--- src/rtl/reset_seq_if.sv ---
// reset_seq_if: request input and ordered reset outputs of the reset sequencer
interface reset_seq_if #(parameter int CN = 4);
    logic          req_i;
    logic [CN-1:0] rst_o;
    logic          busy_o;
    modport master (output req_i, input rst_o, busy_o);
    modport slave  (input req_i, output rst_o, busy_o);
endinterface

--- src/rtl/reset_seq.sv ---
// reset_seq: filtered-request, multi-channel reset sequencer releasing channels in order DLY cycles apart
module reset_seq #(
    parameter int CN  = 4,
    parameter int DLY = 16,
    parameter int FN  = 3
) (
    input  logic         clk_i,
    input  logic         rst_i,
    reset_seq_if.slave   bus
);
    localparam int CW = $clog2(DLY + 1);
    localparam int IW = $clog2(CN + 1);
    localparam int FW = $clog2(FN + 1);
    localparam logic [CW-1:0] DLY_M = CW'(DLY - 1);
    localparam logic [FW-1:0] FN_M  = FW'(FN - 1);
    localparam logic [FW-1:0] FN_W  = FW'(FN);
    localparam logic [IW-1:0] LAST  = IW'(CN - 1);
    typedef enum logic [1:0] {HOLD, RELEASE, RUN} state_t;
    state_t        state, state_n;
    logic [CW-1:0] cnt, cnt_n;
    logic [FW-1:0] fcnt, fcnt_n;
    logic [IW-1:0] idx, idx_n;
    logic [CN-1:0] rst_q, rst_n;
    logic          busy_q, acc, step;
    always_ff @(posedge clk_i or posedge rst_i) begin
        if (rst_i) begin
            state  <= HOLD;
            cnt    <= '0;
            fcnt   <= '0;
            idx    <= '0;
            rst_q  <= '1;
            busy_q <= 1'b1;
        end else begin
            state  <= state_n;
            cnt    <= cnt_n;
            fcnt   <= fcnt_n;
            idx    <= idx_n;
            rst_q  <= rst_n;
            busy_q <= |rst_n;
        end
    end
    always_comb begin
        fcnt_n  = bus.req_i ? ((fcnt == FN_W) ? fcnt : fcnt + 1'b1) : '0;
        acc     = bus.req_i && (fcnt == FN_M);
        step    = (state == RELEASE) || (state == HOLD && !bus.req_i);
        state_n = state;
        cnt_n   = cnt;
        idx_n   = idx;
        rst_n   = rst_q;
        if (acc) begin
            state_n = HOLD;
            cnt_n   = '0;
            idx_n   = '0;
            rst_n   = '1;
        end else if (step) begin
            // idx is 0 in HOLD, so one release path covers both HOLD and RELEASE
            if (cnt == DLY_M) begin
                cnt_n   = '0;
                rst_n   = rst_q & ~(CN'(1) << idx);
                idx_n   = idx + 1'b1;
                state_n = (idx == LAST) ? RUN : RELEASE;
            end else begin
                cnt_n = cnt + 1'b1;
            end
        end
    end
    assign bus.rst_o  = rst_q;
    assign bus.busy_o = busy_q;
endmodule
--- src/flat_wrapper.sv ---
// flat-port wrapper written by rule: the top's interface ports become plain ports
module reset_seq_flat 
#(
    parameter int CN  = 4,
    parameter int DLY = 16,
    parameter int FN  = 3
)
  (clk_i, rst_i, bus_req_i, bus_rst_o, bus_busy_o);
  reset_seq_if #(.CN(CN)) bus_i ();
  input  logic clk_i;
  input  logic rst_i;
  input wire logic [$bits(bus_i.req_i)-1:0] bus_req_i;
  output wire logic [$bits(bus_i.rst_o)-1:0] bus_rst_o;
  output wire logic [$bits(bus_i.busy_o)-1:0] bus_busy_o;
  assign bus_i.req_i = bus_req_i;
  assign bus_rst_o = bus_i.rst_o;
  assign bus_busy_o = bus_i.busy_o;
  reset_seq #(.CN(CN), .DLY(DLY), .FN(FN)) u_core (.clk_i(clk_i), .rst_i(rst_i), .bus(bus_i));
endmodule
--- config.mk ---
export PLATFORM = sky130hd
export DESIGN_NAME = reset_seq_flat
export DESIGN_NICKNAME = d
export VERILOG_FILES = /design/src/rtl/reset_seq_if.sv /design/src/rtl/reset_seq.sv /design/src/flat_wrapper.sv
export SDC_FILE = /design/constraint.sdc
export NUM_CORES = 1
export LEC_CHECK = 0
export BUFFER_PORTS_ARGS = -buffer_cell sky130_fd_sc_hd__buf_2
export CAP_MARGIN = 5
export CORE_MARGIN = 3
export CORE_UTILIZATION = 55
export CTS_CLUSTER_SIZE = 14
export DETAILED_ROUTE_END_ITERATION = 10
export GPL_TIMING_DRIVEN = 1
export PLACE_DENSITY = 0.77
export SLEW_MARGIN = 20
export SYNTH_ARGS = -nofsm -noshare
export SYNTH_HDL_FRONTEND = slang
export SYNTH_SLANG_ARGS = --single-unit
--- constraint.sdc ---
create_clock -name clk_i -period 2.2 [get_ports clk_i]
set_clock_uncertainty 0.2 [all_clocks]
set_input_delay 0.33 -clock clk_i [delete_from_list [all_inputs] [get_ports clk_i]]
set_output_delay 0.33 -clock clk_i [all_outputs]
set_load 0.02 [all_outputs]
== Yosys cells after proc, flatten, opt, wreduce, memory -nomap -nowiden ==
Cells that the tools add are included.
Word-level totals
  output and inout bits: 5
  logic and storage cells: 42
  register bits: 17
Operators by class
  bitwise logic cells: 2
  shifts and indexed selects: 1
  multiplexer cells: 15
  reduce and logical (&&, ||, !) cells: 9
  eq/ne operators: 6
  add/sub/neg operators: 3
Operators by type and width (number)
  $mux W5: 3
  $mux W2: 6
  $mux W4: 3
  $mux W3: 3
  $add A5 B1 Y5 const B: 1
  $eq A5 B4 Y1 const B: 1
  $and A4 B4 Y4: 1
  $eq A2 B2 Y1 const B: 2
  $not A4 Y4: 1
  $reduce_bool A2 Y1: 2
  $reduce_or A4 Y1: 1
  $shl A1 B3 Y4 const A: 1
  $add A3 B1 Y3 const B: 1
  $eq A3 B2 Y1 const B: 1
  $add A2 B1 Y2 const B: 1
  $eq A2 B1 Y1 const B: 1
  $logic_and A1 B1 Y1: 2
  $logic_not A2 Y1: 1
  $ne A2 B2 Y1 const B: 1
  $reduce_and A2 Y1: 1
  $logic_not A1 Y1: 1
  $logic_or A1 B1 Y1: 1

== Depth between registers and ports, before layout ==
  depth in word-level cells: 7
  mapped depth: 5
  gate-level depth less buffers: 5

== Worst setup path after synthesis ==
OpenSTA, ideal clock, no wires.
  path kind: reg-to-reg
  from: register u_core.cnt[0]
  to: register u_core.cnt[0]
  buffers on the path: 1
  arrival: 1418 ps
  path slack: 504 ps
  setup time: 78 ps
  cell stages (with the launch flop): 6
  data required time: 1922 ps
  path through: dfrtp_1 > ha_1 > and4b_1 > buf_6 > or4_1 > a21oi_1
On the way
  longest elaborated chain between the ends: 4
Ends and longest elaborated chain
  from (decl): RTL line reset_seq.sv:20  | logic [CW-1:0] cnt, cnt_n;
  from (signal assigned): RTL line reset_seq.sv:35  | cnt <= cnt_n;
  $add A5 B1 Y5 or $eq A5 B4 Y1 (tied branches): RTL line reset_seq.sv:63, reset_seq.sv:57
  $mux W5 *: RTL line reset_seq.sv:57  | if (cnt == DLY_M) begin
  $mux W5 *: RTL line reset_seq.sv:55  | end else if (step) begin
  $mux W5 *: RTL line reset_seq.sv:50  | if (acc) begin
Every way passes the cells marked *; elsewhere a longest branch is shown, timed or not. The select of a mux whose other input is x is not followed.
A chain may end at the register's enable or synchronous reset.

== Worst setup path after layout ==
  from: register u_core.idx[0]
  to: register u_core.state[0]
On the way
  longest elaborated chain between the ends: 5
Ends and longest elaborated chain
  from (decl): RTL line reset_seq.sv:22  | logic [IW-1:0] idx, idx_n;
  from (signal assigned): RTL line reset_seq.sv:37  | idx <= idx_n;
  $eq A3 B2 Y1: RTL line reset_seq.sv:61  | state_n = (idx == LAST) ? RUN : RELEASE;
  $mux W2: RTL line reset_seq.sv:61
  $mux W2: RTL line reset_seq.sv:57
  $mux W2: RTL line reset_seq.sv:55
  $mux W2: RTL line reset_seq.sv:50
  to (signal assigned): RTL line reset_seq.sv:34  | state <= state_n;
  to (decl): RTL line reset_seq.sv:19  | state_t state, state_n;
Every way passes these cells. The select of a mux whose other input is x is not followed.

==> run_results.csv <==
group,metric,value,unit
run_status,status,"finished, final reports clean",
setup_path,rr_worst_depth,4,
floorplanning,dieWidth,47.25,microns
placement,io_buffers,7,
setup_path,crit_top_cell,"ha_1",
cells_and_area,drive_gt1_share,18.37,%
clock_tree,numCtsBuffers,3,
global_route,grt_pass1_vias,639,
global_route,overflow,0,
logic_synthesis,async_reset_ff_share,100.0,%
logic_synthesis,netlist.area_leader.share,32.09,%
drt,antenna_left,0,
setup_path,crit_end,"u_core.state[0]",
setup_path,cp_slowest_stage_delay,0.51,ns
drt,drc_errors,0,
logic_synthesis,mappedNetlistArea,935.9,sq um
power_and_ir_drop,vdd_ir_drop_max,0.6417,mV
setup_path,cp-startpoint,"u_core.idx[0]",
worst_hold_path,hold_depth,2,
clock_tree,clk_pin_slew,0.09,ns
sta,hold_viol,0,
sta,fin_crit,1.776,ns
power_and_ir_drop,p_int,0.6420,mW
clock_tree,cts_tree,"yes",
floorplanning,core_area,1559,sq um
drt,first_iter_violations,19,
worst_hold_path,hp-class,"input pin to flip-flop",
cells_and_area,final_nets,110,
power_and_ir_drop,power_density,1022,nW/um^2
floorplanning,die_area,2233,sq um
sta,fmax,0.5631,GHz
setup_path,start_kind,"flip-flop",
logic_synthesis,yosys_most_used_dff,"dfrtp_1",
setup_path,path_class,"flip-flop to flip-flop",
clock_tree,insertion_delay,0.28,ns
floorplanning,io_pins,8,
logic_synthesis,synth.distinct_cells,28,
clock_tree,cts-root-buf,"clkbuf_4",
drt,wl_per_cell,14.43,microns
global_route,antenna_found_initial,0,
setup_path,arrival,1.79,ns
clock_tree,h-tree-depth,1,
cells_and_area,finalInstanceArea,1001,sq um
logic_synthesis,yosys-top-cells-count,"dfrtp_1, ha_1, a21oi_1, inv_1, nand2_1",
sta,setup-tns-final,0,ns
floorplanning,start_util,60.03,%
placement,post_dp_cell_area,964.7,sq um
drt,dr_total_vias,702,
cells_and_area,diodes,0,
logic_synthesis,synthMostInstantiatedCell,"dfrtp_1",
sta,rsz0062_at_grt,"no",
power_and_ir_drop,seqPwrFrac,49.3,%
logic_synthesis,synth.avg_cell_area,10.40,sq um
logic_synthesis,synth_nets,101,
logic_synthesis,ys_seq_elements,17,
drt,wl,1645,microns
sta,period_share,80.72,%
power_and_ir_drop,combPwrFrac,35.1,%
setup_path,critPathRequiredTime,2.21,ns
logic_synthesis,synth-edff-count,0,
power_and_ir_drop,p_clk_share,15.5,%
power_and_ir_drop,p_sw,0.3812,mW
global_route,track_usage,17.98,%
placement,hpwl,1208,microns
global_route,grt_pass1_wl,2808,microns
cells_and_area,area_delta_synth_final,6.952,%
drt,first_pass_iters,4,
power_and_ir_drop,switching_share,37.26,%
global_route,grt_max_degree,18,
sta,slew-limit-headroom,59.18,%
logic_synthesis,synth.area.top_cells,"dfrtp_1, dfstp_2, ha_1",
placement,place_congestion,0.8155,
power_and_ir_drop,p_leak,0.4328,nW
drt,avgViaCountPerCell,6.158,
setup_path,crit_path_cell_trace,"ha_1, ha_1, or4_1, a21oi_1",
setup_path,reg2reg_slack,0.42,ns
logic_synthesis,yosysWarnings,0,
sta,setup_viol,0,
worst_hold_path,hold_start,"bus_req_i",
setup_path,r2r-start,"u_core.idx[0]",
logic_synthesis,synth_largest_area_cell,"dfrtp_1",
clock_tree,numClockSinks,17,
setup_path,cpMaxStageDelayCell,"or4_1",
setup_path,end_kind,"flip-flop",
sta,tightest_slew,0.6116,ns
job,cap_violations,0,
logic_synthesis,ys_seq_area_share,46.12,%
setup_path,r2r-end,"u_core.state[0]",
clock_tree,clk_path_buf_depth,2,
floorplanning,fp.dieH,47.25,microns
setup_path,cp_max_fo,4,
logic_synthesis,synth_cells,90,
sta,slew_viol_final,0,
clock_tree,cts_setup_buffers,0,
floorplanning,placement_rows,14,
-- worst min-delay path by stage --
stage                          end
CTS                 u_core.fcnt[1]
detailed placement   u_core.idx[0]
global placement     u_core.idx[1]
global route        u_core.fcnt[0]
floorplan            u_core.cnt[0]
finish              u_core.fcnt[0]
-- metrics by stage --
step / utilization (%) / power [mW] / hold slack (ns) / setup WS [ns] / std cells
after floorplan: - / 0.7792 / 0.05242 / 0.5043 / 90
after global placement: 61.88 / 0.8528 / 0.2294 / 0.4792 / 109
after detailed placement: 61.88 / 0.8632 / 0.2379 / 0.4260 / 109
after CTS: 64.21 / 1.026 / 0.1328 / 0.4271 / 114
after global routing: 64.21 / 1.113 / 0.1256 / 0.3160 / 114
final: 64.21 / 1.023 / 0.1393 / 0.4242 / 114
-- routing by layer --
layer	vias up	wire, microns	global-route usage [%]
li1	346	-	-
met1	337	826	26.48
met2	14	729	25.13
met3	5	51	3.448
met4	0	38	8.287
met5	-	0	0
-- critical path, delay by kind of cell, from the launching register on --
kind	cells	cell delay [ns]
simple gates	1	0.51
compound gates	1	0.15
flops	1	0.43
fa+ha+maj	2	0.41
-- sequential cells by signal, indices dropped and copies added, names as in the netlist --
signal,count
u_core.fcnt,2
u_core.cnt,5
u_core.idx,3
u_core.state,2
u_core.bus.rst_o,4
u_core.bus.busy_o,1
-- layout by cell type, fill, tap and decap left out, drive strengths merged, types with 3 or more instances in the layout --
| cell | netlist | layout |
|---|---|---|
| nand2b | 4 | 4 |
| dfstp | 5 | 5 |
| a21oi | 7 | 7 |
| nand4 | 3 | 3 |
| inv | 7 | 7 |
| or4 | 3 | 3 |
| a31oi | 3 | 3 |
| o31ai | 3 | 3 |
| clkbuf | 3 | 4 |
| buf | 2 | 8 |
| ha | 8 | 8 |
| nand2 | 6 | 6 |
| o41ai | 3 | 3 |
| and2 | 3 | 3 |
| o21ai | 4 | 4 |
| dfrtp | 12 | 12 |
-- power by group through the flow --
stage                     combinational [mW]  sequential (mW)  clock, mW
after global routing                   0.410            0.518      0.185
final                                  0.360            0.505      0.159
after global placement                 0.352            0.501          0
after CTS                              0.359            0.501      0.166
after floorplan                        0.264            0.515          0
after detailed placement               0.356            0.508          0
-- kinds of logic after synthesis --
kind of cell / Yosys count / share of synthesized area [%]
flip-flops: 17 / 46.12
AND/OR/NAND/NOR: 27 / 18.18
buffers and inverters: 12 / 6.417
adder cells (fa/ha/maj): 8 / 10.70
XOR/XNOR: 1 / 0.9360
AO/OA/AOI/OAI: 25 / 17.65
-- layout make-up --
cell class | count | area (sq um)
Clock buffer | 4 | 26.28
Fill cell | 122 | 558.0
Inverter | 7 | 26.28
Multi-Input combinational cell | 61 | 444.2
Sequential cell | 17 | 431.7
Tap cell | 16 | 20.02
Timing Repair Buffer | 9 | 52.55
-- what timing repair did --
action | in CTS | in global routing
hold buffers | 1 | 0
hold endpoints to repair | 12 | 0
endpoints found under the setup margin | 0 | 0
gates resized for setup | 0 | 0
Power figures use the tool's default switching activity.
